$ cat config.mk
export PLATFORM = sky130hd
export DESIGN_NAME = bayes_seq_ctrl
export DESIGN_NICKNAME = d
export VERILOG_FILES = /design/src/rtl/bayes_pkg.sv /design/src/rtl/bayes_popcnt.sv /design/src/rtl/bayes_seq_ctrl.sv
export SDC_FILE = /design/constraint.sdc
export NUM_CORES = 1
export LEC_CHECK = 0
export ABC_AREA = 0
export BUFFER_PORTS_ARGS = -buffer_cell sky130_fd_sc_hd__buf_2
export CAP_MARGIN = 0
export CELL_PAD_IN_SITES_DETAIL_PLACEMENT = 0
export CELL_PAD_IN_SITES_GLOBAL_PLACEMENT = 1
export CORE_MARGIN = 2
export CORE_UTILIZATION = 37
export DETAILED_ROUTE_END_ITERATION = 16
export PLACE_DENSITY = 0.9
export SLEW_MARGIN = 20
export SYNTH_ARGS = -nofsm -noshare
export SYNTH_HDL_FRONTEND = slang
export SYNTH_HIERARCHICAL = 1
export SYNTH_SLANG_ARGS = --single-unit
$ cat constraint.sdc
create_clock -name clk -period 4.2 [get_ports clk]
set_input_delay 0.42 -clock clk [delete_from_list [all_inputs] [get_ports clk]]
set_output_delay 0.42 -clock clk [all_outputs]
set_load 0.02 [all_outputs]
$ cat src/rtl/bayes_pkg.sv
// Shared types and sizing for the Bayesian array sequencer.
// Holds the FSM state encoding, counter widths and default geometry.
package bayes_pkg;

    localparam int NARRAY_DEF     = 2;
    localparam int NWORD_DEF      = 6;
    localparam int NWORD_USED_DEF = 3;
    localparam int PIPE_LAT_DEF   = 4;

    localparam int OBS_W = 8;
    localparam int LEN_W = 16;
    localparam int CNT_W = 16;

    typedef enum logic [2:0] {
        IDLE,
        SEED,
        WAIT_OBS,
        INFER,
        DRAIN,
        READ,
        DONE
    } state_t;

endpackage

$ cat src/rtl/bayes_popcnt.sv
// Per-lane saturating ones counters over the delayed stochastic window.
// The window is the inference strobe delayed by the array pipeline latency.
module bayes_popcnt
    import bayes_pkg::*;
#(
    parameter int LANES    = 4,
    parameter int PIPE_LAT = PIPE_LAT_DEF
) (
    input  logic                        clk,
    input  logic                        rst,
    input  logic                        clear,
    input  logic                        infer,
    input  logic [LANES-1:0]            bit_in,
    output logic [LANES-1:0][CNT_W-1:0] cnt
);

    logic [PIPE_LAT-1:0] win_pipe;
    logic                window;

    assign window = win_pipe[PIPE_LAT-1];

    always_ff @(posedge clk) begin
        if (rst) begin
            win_pipe <= '0;
            cnt      <= '0;
        end else begin
            win_pipe <= (win_pipe << 1) | PIPE_LAT'(infer);
            for (int i = 0; i < LANES; i++) begin
                if (clear) begin
                    cnt[i] <= '0;
                end else if (window && bit_in[i] && (cnt[i] != {CNT_W{1'b1}})) begin
                    cnt[i] <= cnt[i] + CNT_W'(1);
                end
            end
        end
    end

endmodule

$ cat src/rtl/bayes_seq_ctrl.sv
// Run sequencer for the stochastic/logarithmic Bayesian inference array.
// Define BAYES_SEQ_POPCOUNT_EN to build the per-lane popcount bank behind cnt.
module bayes_seq_ctrl
    import bayes_pkg::*;
#(
    parameter int NARRAY     = NARRAY_DEF,
    parameter int NWORD      = NWORD_DEF,
    parameter int NWORD_USED = NWORD_USED_DEF,
    parameter int PIPE_LAT   = PIPE_LAT_DEF
) (
    input  logic                                 clk,
    input  logic                                 rst,
    input  logic                                 start,
    input  logic                                 cfg_mode,
    input  logic [OBS_W-1:0]                     cfg_nobs,
    input  logic [LEN_W-1:0]                     cfg_len,
    input  logic [2**NWORD_USED-1:0]             cfg_seed,
    input  logic                                 obs_valid,
    output logic                                 obs_ready,
    input  logic [NARRAY+NWORD-1:0]              obs_row,
    output logic                                 inference,
    output logic                                 load_seed,
    output logic                                 read_out,
    output logic                                 stoch_log,
    output logic [2**NWORD_USED-1:0]             seeds,
    output logic [NARRAY+NWORD-1:0]              adr_full_row,
    input  logic [2**NARRAY-1:0]                 bit_in,
    output logic                                 busy,
    output logic                                 done,
    output logic [2**NARRAY-1:0]                 result,
    output logic [2**NARRAY-1:0][CNT_W-1:0]      cnt
);

    localparam int DW = $clog2(PIPE_LAT + 1);

    state_t                  state_q;
    state_t                  state_d;
    logic                    mode_q;
    logic [OBS_W-1:0]        nobs_q;
    logic [LEN_W-1:0]        len_q;
    logic [2**NWORD_USED-1:0] seed_q;
    logic [OBS_W-1:0]        obs_cnt;
    logic [OBS_W-1:0]        obs_next;
    logic [LEN_W-1:0]        len_cnt;
    logic [LEN_W-1:0]        len_eff;
    logic [DW-1:0]           drain_cnt;
    logic                    infer_last;
    logic                    drain_last;

    assign obs_next   = obs_cnt + OBS_W'(1);
    assign len_eff    = (len_q == '0) ? LEN_W'(1) : len_q;
    assign infer_last = mode_q || (len_cnt == len_eff - LEN_W'(1));
    assign drain_last = (drain_cnt == DW'(PIPE_LAT - 1));

    always_comb begin
        state_d = state_q;
        case (state_q)
            IDLE:     if (start) state_d = SEED;
            SEED:     state_d = (nobs_q == '0) ? DONE : WAIT_OBS;
            WAIT_OBS: if (obs_valid) state_d = INFER;
            INFER:    if (infer_last) state_d = DRAIN;
            DRAIN:    if (drain_last) state_d = READ;
            READ:     state_d = (obs_next < nobs_q) ? WAIT_OBS : DONE;
            DONE:     state_d = IDLE;
            default:  state_d = IDLE;
        endcase
    end

    // Array controls decode straight from the state so they stay mutually exclusive.
    always_comb begin
        load_seed = (state_q == SEED);
        inference = (state_q == INFER);
        read_out  = (state_q == READ);
        obs_ready = (state_q == WAIT_OBS);
        done      = (state_q == DONE);
        busy      = (state_q != IDLE) && (state_q != DONE);
        stoch_log = (state_q != IDLE) && mode_q;
        seeds     = (state_q == SEED) ? seed_q : '0;
    end

    always_ff @(posedge clk) begin
        if (rst) begin
            state_q      <= IDLE;
            mode_q       <= 1'b0;
            nobs_q       <= '0;
            len_q        <= '0;
            seed_q       <= '0;
            obs_cnt      <= '0;
            len_cnt      <= '0;
            drain_cnt    <= '0;
            adr_full_row <= '0;
            result       <= '0;
        end else begin
            state_q <= state_d;
            case (state_q)
                IDLE: begin
                    if (start) begin
                        mode_q  <= cfg_mode;
                        nobs_q  <= cfg_nobs;
                        len_q   <= cfg_len;
                        seed_q  <= cfg_seed;
                        obs_cnt <= '0;
                    end
                end
                WAIT_OBS: begin
                    if (obs_valid) begin
                        adr_full_row <= obs_row;
                        len_cnt      <= '0;
                    end
                end
                INFER: begin
                    len_cnt   <= len_cnt + LEN_W'(1);
                    drain_cnt <= '0;
                end
                DRAIN: begin
                    drain_cnt <= drain_cnt + DW'(1);
                    if (drain_last) result <= bit_in;
                end
                READ: obs_cnt <= obs_next;
                default: ;
            endcase
        end
    end

`ifdef BAYES_SEQ_POPCOUNT_EN
    logic pc_clear;
    logic pc_infer;

    // Logarithmic runs never open the window, so their counts stay cleared.
    assign pc_clear = (state_q == WAIT_OBS) && obs_valid;
    assign pc_infer = inference && !mode_q;

    bayes_popcnt #(
        .LANES    (2**NARRAY),
        .PIPE_LAT (PIPE_LAT)
    ) u_popcnt (
        .clk    (clk),
        .rst    (rst),
        .clear  (pc_clear),
        .infer  (pc_infer),
        .bit_in (bit_in),
        .cnt    (cnt)
    );
`else
    assign cnt = '0;
`endif

endmodule

# [Yosys cells after proc, flatten, opt, wreduce, memory -nomap -nowiden]
# Cells that the tools add are included.
[totals] register_bits=75 inputBits=49 out_inout_bits=91 wordCells=58
[classes] addsub=4 magnitude_cmp=1 eq_ne=13 muxes=14 n_reduce_logical=16
[op_table] cell="16-bit 2-to-1 mux" n=2
[op_table] cell="16-bit case mux with 2 select lines" n=1
[op_table] cell="3-bit 2-to-1 mux" n=6
[op_table] cell="3-bit case mux with 6 select lines" n=1
[op_table] cell="16-bit by 1-bit adder with 16-bit output, second input constant" n=1
[op_table] cell="16-bit == test" n=1
[op_table] cell="16-bit logical NOT" n=1
[op_table] cell="8-bit 2-to-1 mux" n=2
[op_table] cell="8-bit case mux with 2 select lines" n=1
[op_table] cell="16-bit by 1-bit subtractor with 16-bit output, second input constant" n=1
[op_table] cell="2-bit AND reduction" n=5
[op_table] cell="3-bit by 2-bit == test with 1-bit output, second input constant" n=3
[op_table] cell="3-bit == test, second input constant" n=3
[op_table] cell="8-bit by 1-bit adder with 8-bit output, second input constant" n=1
[op_table] cell="8-bit logical NOT" n=1
[op_table] cell="8-bit < comparator" n=1
[op_table] cell="2-bit != test, second input constant" n=3
[op_table] cell="3-bit case mux with 2 select lines" n=1
[op_table] cell="2-bit nonzero test" n=3
[op_table] cell="4-bit AND reduction" n=1
[op_table] cell="3-bit by 1-bit adder with 3-bit output, second input constant" n=1
[op_table] cell="3-bit by 1-bit == test with 1-bit output, second input constant" n=1
[op_table] cell="3-bit logical NOT" n=1
[op_table] cell="3-bit != test, second input constant" n=1
[op_table] cell="other kinds (4)" n=5

# [Longest topological paths before layout]
[logic_depth] depth_word=7 depth_mapped=14 mapped_depth_nobuf=12

# [Worst setup path after synthesis]
# Ideal clock, no wire load.
[synth_path] path_type="register to register" start="reg len_q[5]" end="reg state_q[2]" setup_time_ps=58 arrival_time_ps=3452 t_required_ps=4142 path_slack_ps=690 path_stages_with_launch=15 n_path_buf=2 period_less_slack_ps=3510 path_cell_list="dfxtp_1 buf_6 or4_4 or2_2 buf_2 nor4_2 nor2_1 ha_1 or3b_2 nor4_4 mux2i_1 or3b_1 a2111o_1 o31ai_2 o211a_1"
[synth_via] elab_chain_len=7
[synth_rtl] element="start: declaration" line_no="bayes_seq_ctrl.sv:40" source="logic [LEN_W-1:0] len_q;"
[synth_rtl] element="start signal: assignment" line_no="bayes_seq_ctrl.sv:100" source="len_q <= cfg_len;"
[synth_rtl] element="16-bit logical NOT" line_no="bayes_seq_ctrl.sv:51" source="assign len_eff = (len_q == '0) ? LEN_W'(1) : len_q;"
[synth_rtl] element="16-bit 2-to-1 mux (*)" line_no="bayes_seq_ctrl.sv:51"
[synth_rtl] element="16-bit by 1-bit subtractor with 16-bit output (*)" line_no="bayes_seq_ctrl.sv:52" source="assign infer_last = mode_q || (len_cnt == len_eff - LEN_W'(1));"
[synth_rtl] element="16-bit == test (*)" line_no="bayes_seq_ctrl.sv:52"
[synth_rtl] element="1-bit logical OR (*)" line_no="bayes_seq_ctrl.sv:52"
[synth_rtl] element="2-bit by 1-bit != test with 1-bit output (no source line) (*)"
[synth_rtl] element="4-bit AND reduction (no source line) (*)"
[synth_rtl] element="end signal: assignment" line_no="bayes_seq_ctrl.sv:94" source="state_q <= state_d;"
[synth_rtl] element="end: declaration" line_no="bayes_seq_ctrl.sv:36" source="state_t state_q;"
# Mark *: on every way between the ends. The rest lies on a longest branch, timed or not.
# A chain may end at the register's enable or synchronous reset.

# [Final worst setup path]
# Same ends and word-level chain as after synthesis.

==> impl_metrics.ini <==
[cells_and_area]
areaGrowthSynthToFinish_pct = 12.8
drive_gt1_frac = 0.167
fin_area_um2 = 5080
diodes = 0
n_fill_cell = 1249
fin_nets = 716

[sta]
hold_viol = 0
fin_crit_sh = 0.870
slew_viol_final = 0
tightest_slew_ns = 0.965
tns_ns = 0
fin_ws_ns = 0.548
finalSetupViolations = 0
finClkSkew_ns = 0.00696
fmax_mhz = 274
rsz0062_at_grt = false
post-route-min-period_ns = 3.65
slew_headroom = 0.351

[setup_path]
crit_chain = or4_4 -> or2_2 -> nor4_2 -> nor2_1 -> ha_1 -> or3b_2 -> nor4_4 -> mux2i_1 -> or3b_1 -> a2111o_1 -> o31ai_2 -> o211a_1
crit_path_end_kind = flop
crit_type = flop to flop
worst-path-buf-inv = 0
arrival_ns = 3.93
reg2reg_slack_ns = 0.55
critPathLaunchType = flop
cpMaxStageDelayCell = or4_4
worst_ep_required_time_ns = 4.47
path_delay_family = simple AND/OR/NAND/NOR gates
crit_fanout = 9
slowest_delay_ns = 0.59

[routing]
viasPerCell = 5.04
wl_per_cell_um = 13.5
totalWireLength_um = 10900
via_count = 4065
firstDrtPassIters = 4
drtIter0Drc = 186
antenna_left = 0
route.detailed.drc = 0

[yosys]
ys_warn_count = 6
avgSynthCellArea_um2 = 7.58
synth-seq-cells = 75
synth_edf_count = 0
syn_area_um2 = 4510
ys_seq_area_frac = 0.333
async_flop_share = 0
synth_top_area_share = 0.333
synth_area_leaders = dfxtp_1 33%, buf_4 11%, nand2_1 9.2%
yosys.area.top_type = dfxtp_1
synth_ff_type = dfxtp_1
ys_types = 57
synth_cells = 595

[cts]
numCtsBuffers = 9
htreeDepth = 3
cts.clk_slew.worst_paths_ns = 0.06
clockBufferDepth = 2
insertion_delay_ns = 0.33
post_cts_buffers = 0
clock_sinks = 75
root_buffer = clkbuf_16
cts_resized = 0
cts_tree = yes
holdBufCountCts = 0

[placed_design]
placed_cell_area_um2 = 4730
hpwlAfterDp_um = 8030
gp_congestion = 0.843
io_buffer_count = 75
pre_cts_slack_ns = 0.557

[floorplan]
fp.dieW_um = 114
die_h_um = 114
initial_core_util = 0.377
core_um2 = 12000
rows = 40
dieArea_um2 = 13100
io_pins = 140

[global_route]
grt_max_degree = 45
grt_pass1_wl_um = 18000
grt.total_usage = 0.168
grt_pass1_vias = 3786
antenna_found_initial = 0
grt.overflow.total = 0

[power_and_ir_drop]
p_leak_uw = 0.00215
ir_drop_uv = 255
power.density_nw_per_um2 = 569

[run_status]
status = finished clean

[flow_run]
maxCapViolations = 0

[hold_path]
hp-class = primary input to flop
==> layer usage <==
layer	GRT usage	vias up	wire, um
met5	0	-	0
met3	0.0318	12	387
met2	0.292	99	5400
met4	0.0374	0	132
li1	-	2029	-
met1	0.217	1925	4940
==> registers in the layout, indices dropped and copies added (netlist names) <==
| name | cells |
|---|---|
| adr_full_row | 8 |
| nobs_q | 8 |
| drain_cnt | 3 |
| obs_cnt | 8 |
| state_q | 3 |
| mode_q | 1 |
| len_cnt | 16 |
| result | 4 |
| seed_q | 8 |
| len_q | 16 |
==> final cells by class <==
| type | instances | area [um^2] | share of cell area |
|---|---|---|---|
| tap | 147 | 184 | 0.0362 |
| clock buffer | 9 | 225 | 0.0443 |
| clock inverter | 7 | 124 | 0.0244 |
| sequential | 75 | 1500 | 0.295 |
| timing repair buffer | 78 | 398 | 0.0783 |
| inverter | 16 | 60.1 | 0.0118 |
| multi-input combinational | 475 | 2590 | 0.510 |
==> synth_stat cells (9+ instances only) <==
cell type,instances
nor2_1,45
nand2_1,110
xor2_1,9
nand3_1,21
and2_1,9
xnor2_1,11
a21oi_1,66
ha_1,12
mux2i_1,9
dfxtp_1,75
buf_4,64
inv_1,15
nor3_1,14
clkbuf_1,24
o21ai_0,10
==> path summary, 6_finish.rpt <==
kind | from | end | cells after the start
hold reg to reg | seed_q[2] | seed_q[2] | 2
setup reg to reg | len_q[5] | state_q[2] | 12
setup / recovery | len_q[5] | state_q[2] | 12
hold / removal | cfg_len[0] | len_q[0] | 3
==> metrics by stage <==
stage,cells,total power (uW),util,hold WS (ns)
after floorplan,658,1770,-,0.432
after global placement,791,1980,0.395,0.439
after detailed placement,791,2000,0.395,0.444
after CTS,807,2920,0.425,0.317
after global routing,807,3090,0.425,0.319
final,807,2890,0.425,0.323
==> logic make-up after synthesis <==
group	after synthesis	synth area share
other cells	1	0.000832
fa+ha+maj	12	0.0333
buf+inv	108	0.147
simple gates	259	0.276
compound gates	108	0.143
xor+xnor	20	0.0389
flops	75	0.333
mux	12	0.0275
==> placed cells by master (no fill, tap or decap), types with 3 or more instances in the layout <==
master and instances:
o21ai_0 10, nand3_1 21, o21a_1 3, buf_4 3
and3_1 8, nor3b_1 4, buf_2 75, or3_1 8
nand2_1 110, dfxtp_1 75, or4_1 5, bufinv_16 3
a22oi_1 3, mux2_2 3, nor2_1 45, nor4_1 6
xor2_1 9, nand3b_1 4, inv_1 15, ha_1 12
nand2b_1 4, xnor2_1 11, a21oi_1 66, and2_1 9
clkbuf_16 9, mux2i_1 9, o211ai_1 7, nor3_1 13
nand4_1 5, or2_2 4, conb_1 64
==> power breakdown <==
part	internal (uW)	switching (uW)	total (uW)
Sequential	801	122	923
Clock	586	320	906
Combinational	385	680	1070
Total	1770	1120	2890
==> worst reg2reg max path, stage by stage (launching register included) <==
cell	delay (ns)
dfxtp_1	0.39
or4_4	0.59
or2_2	0.36
nor4_2	0.32
nor2_1	0.08
ha_1	0.23
or3b_2	0.27
nor4_4	0.06
mux2i_1	0.12
or3b_1	0.38
a2111o_1	0.40
o31ai_2	0.23
o211a_1	0.17
(Power assumes the default switching activity.)
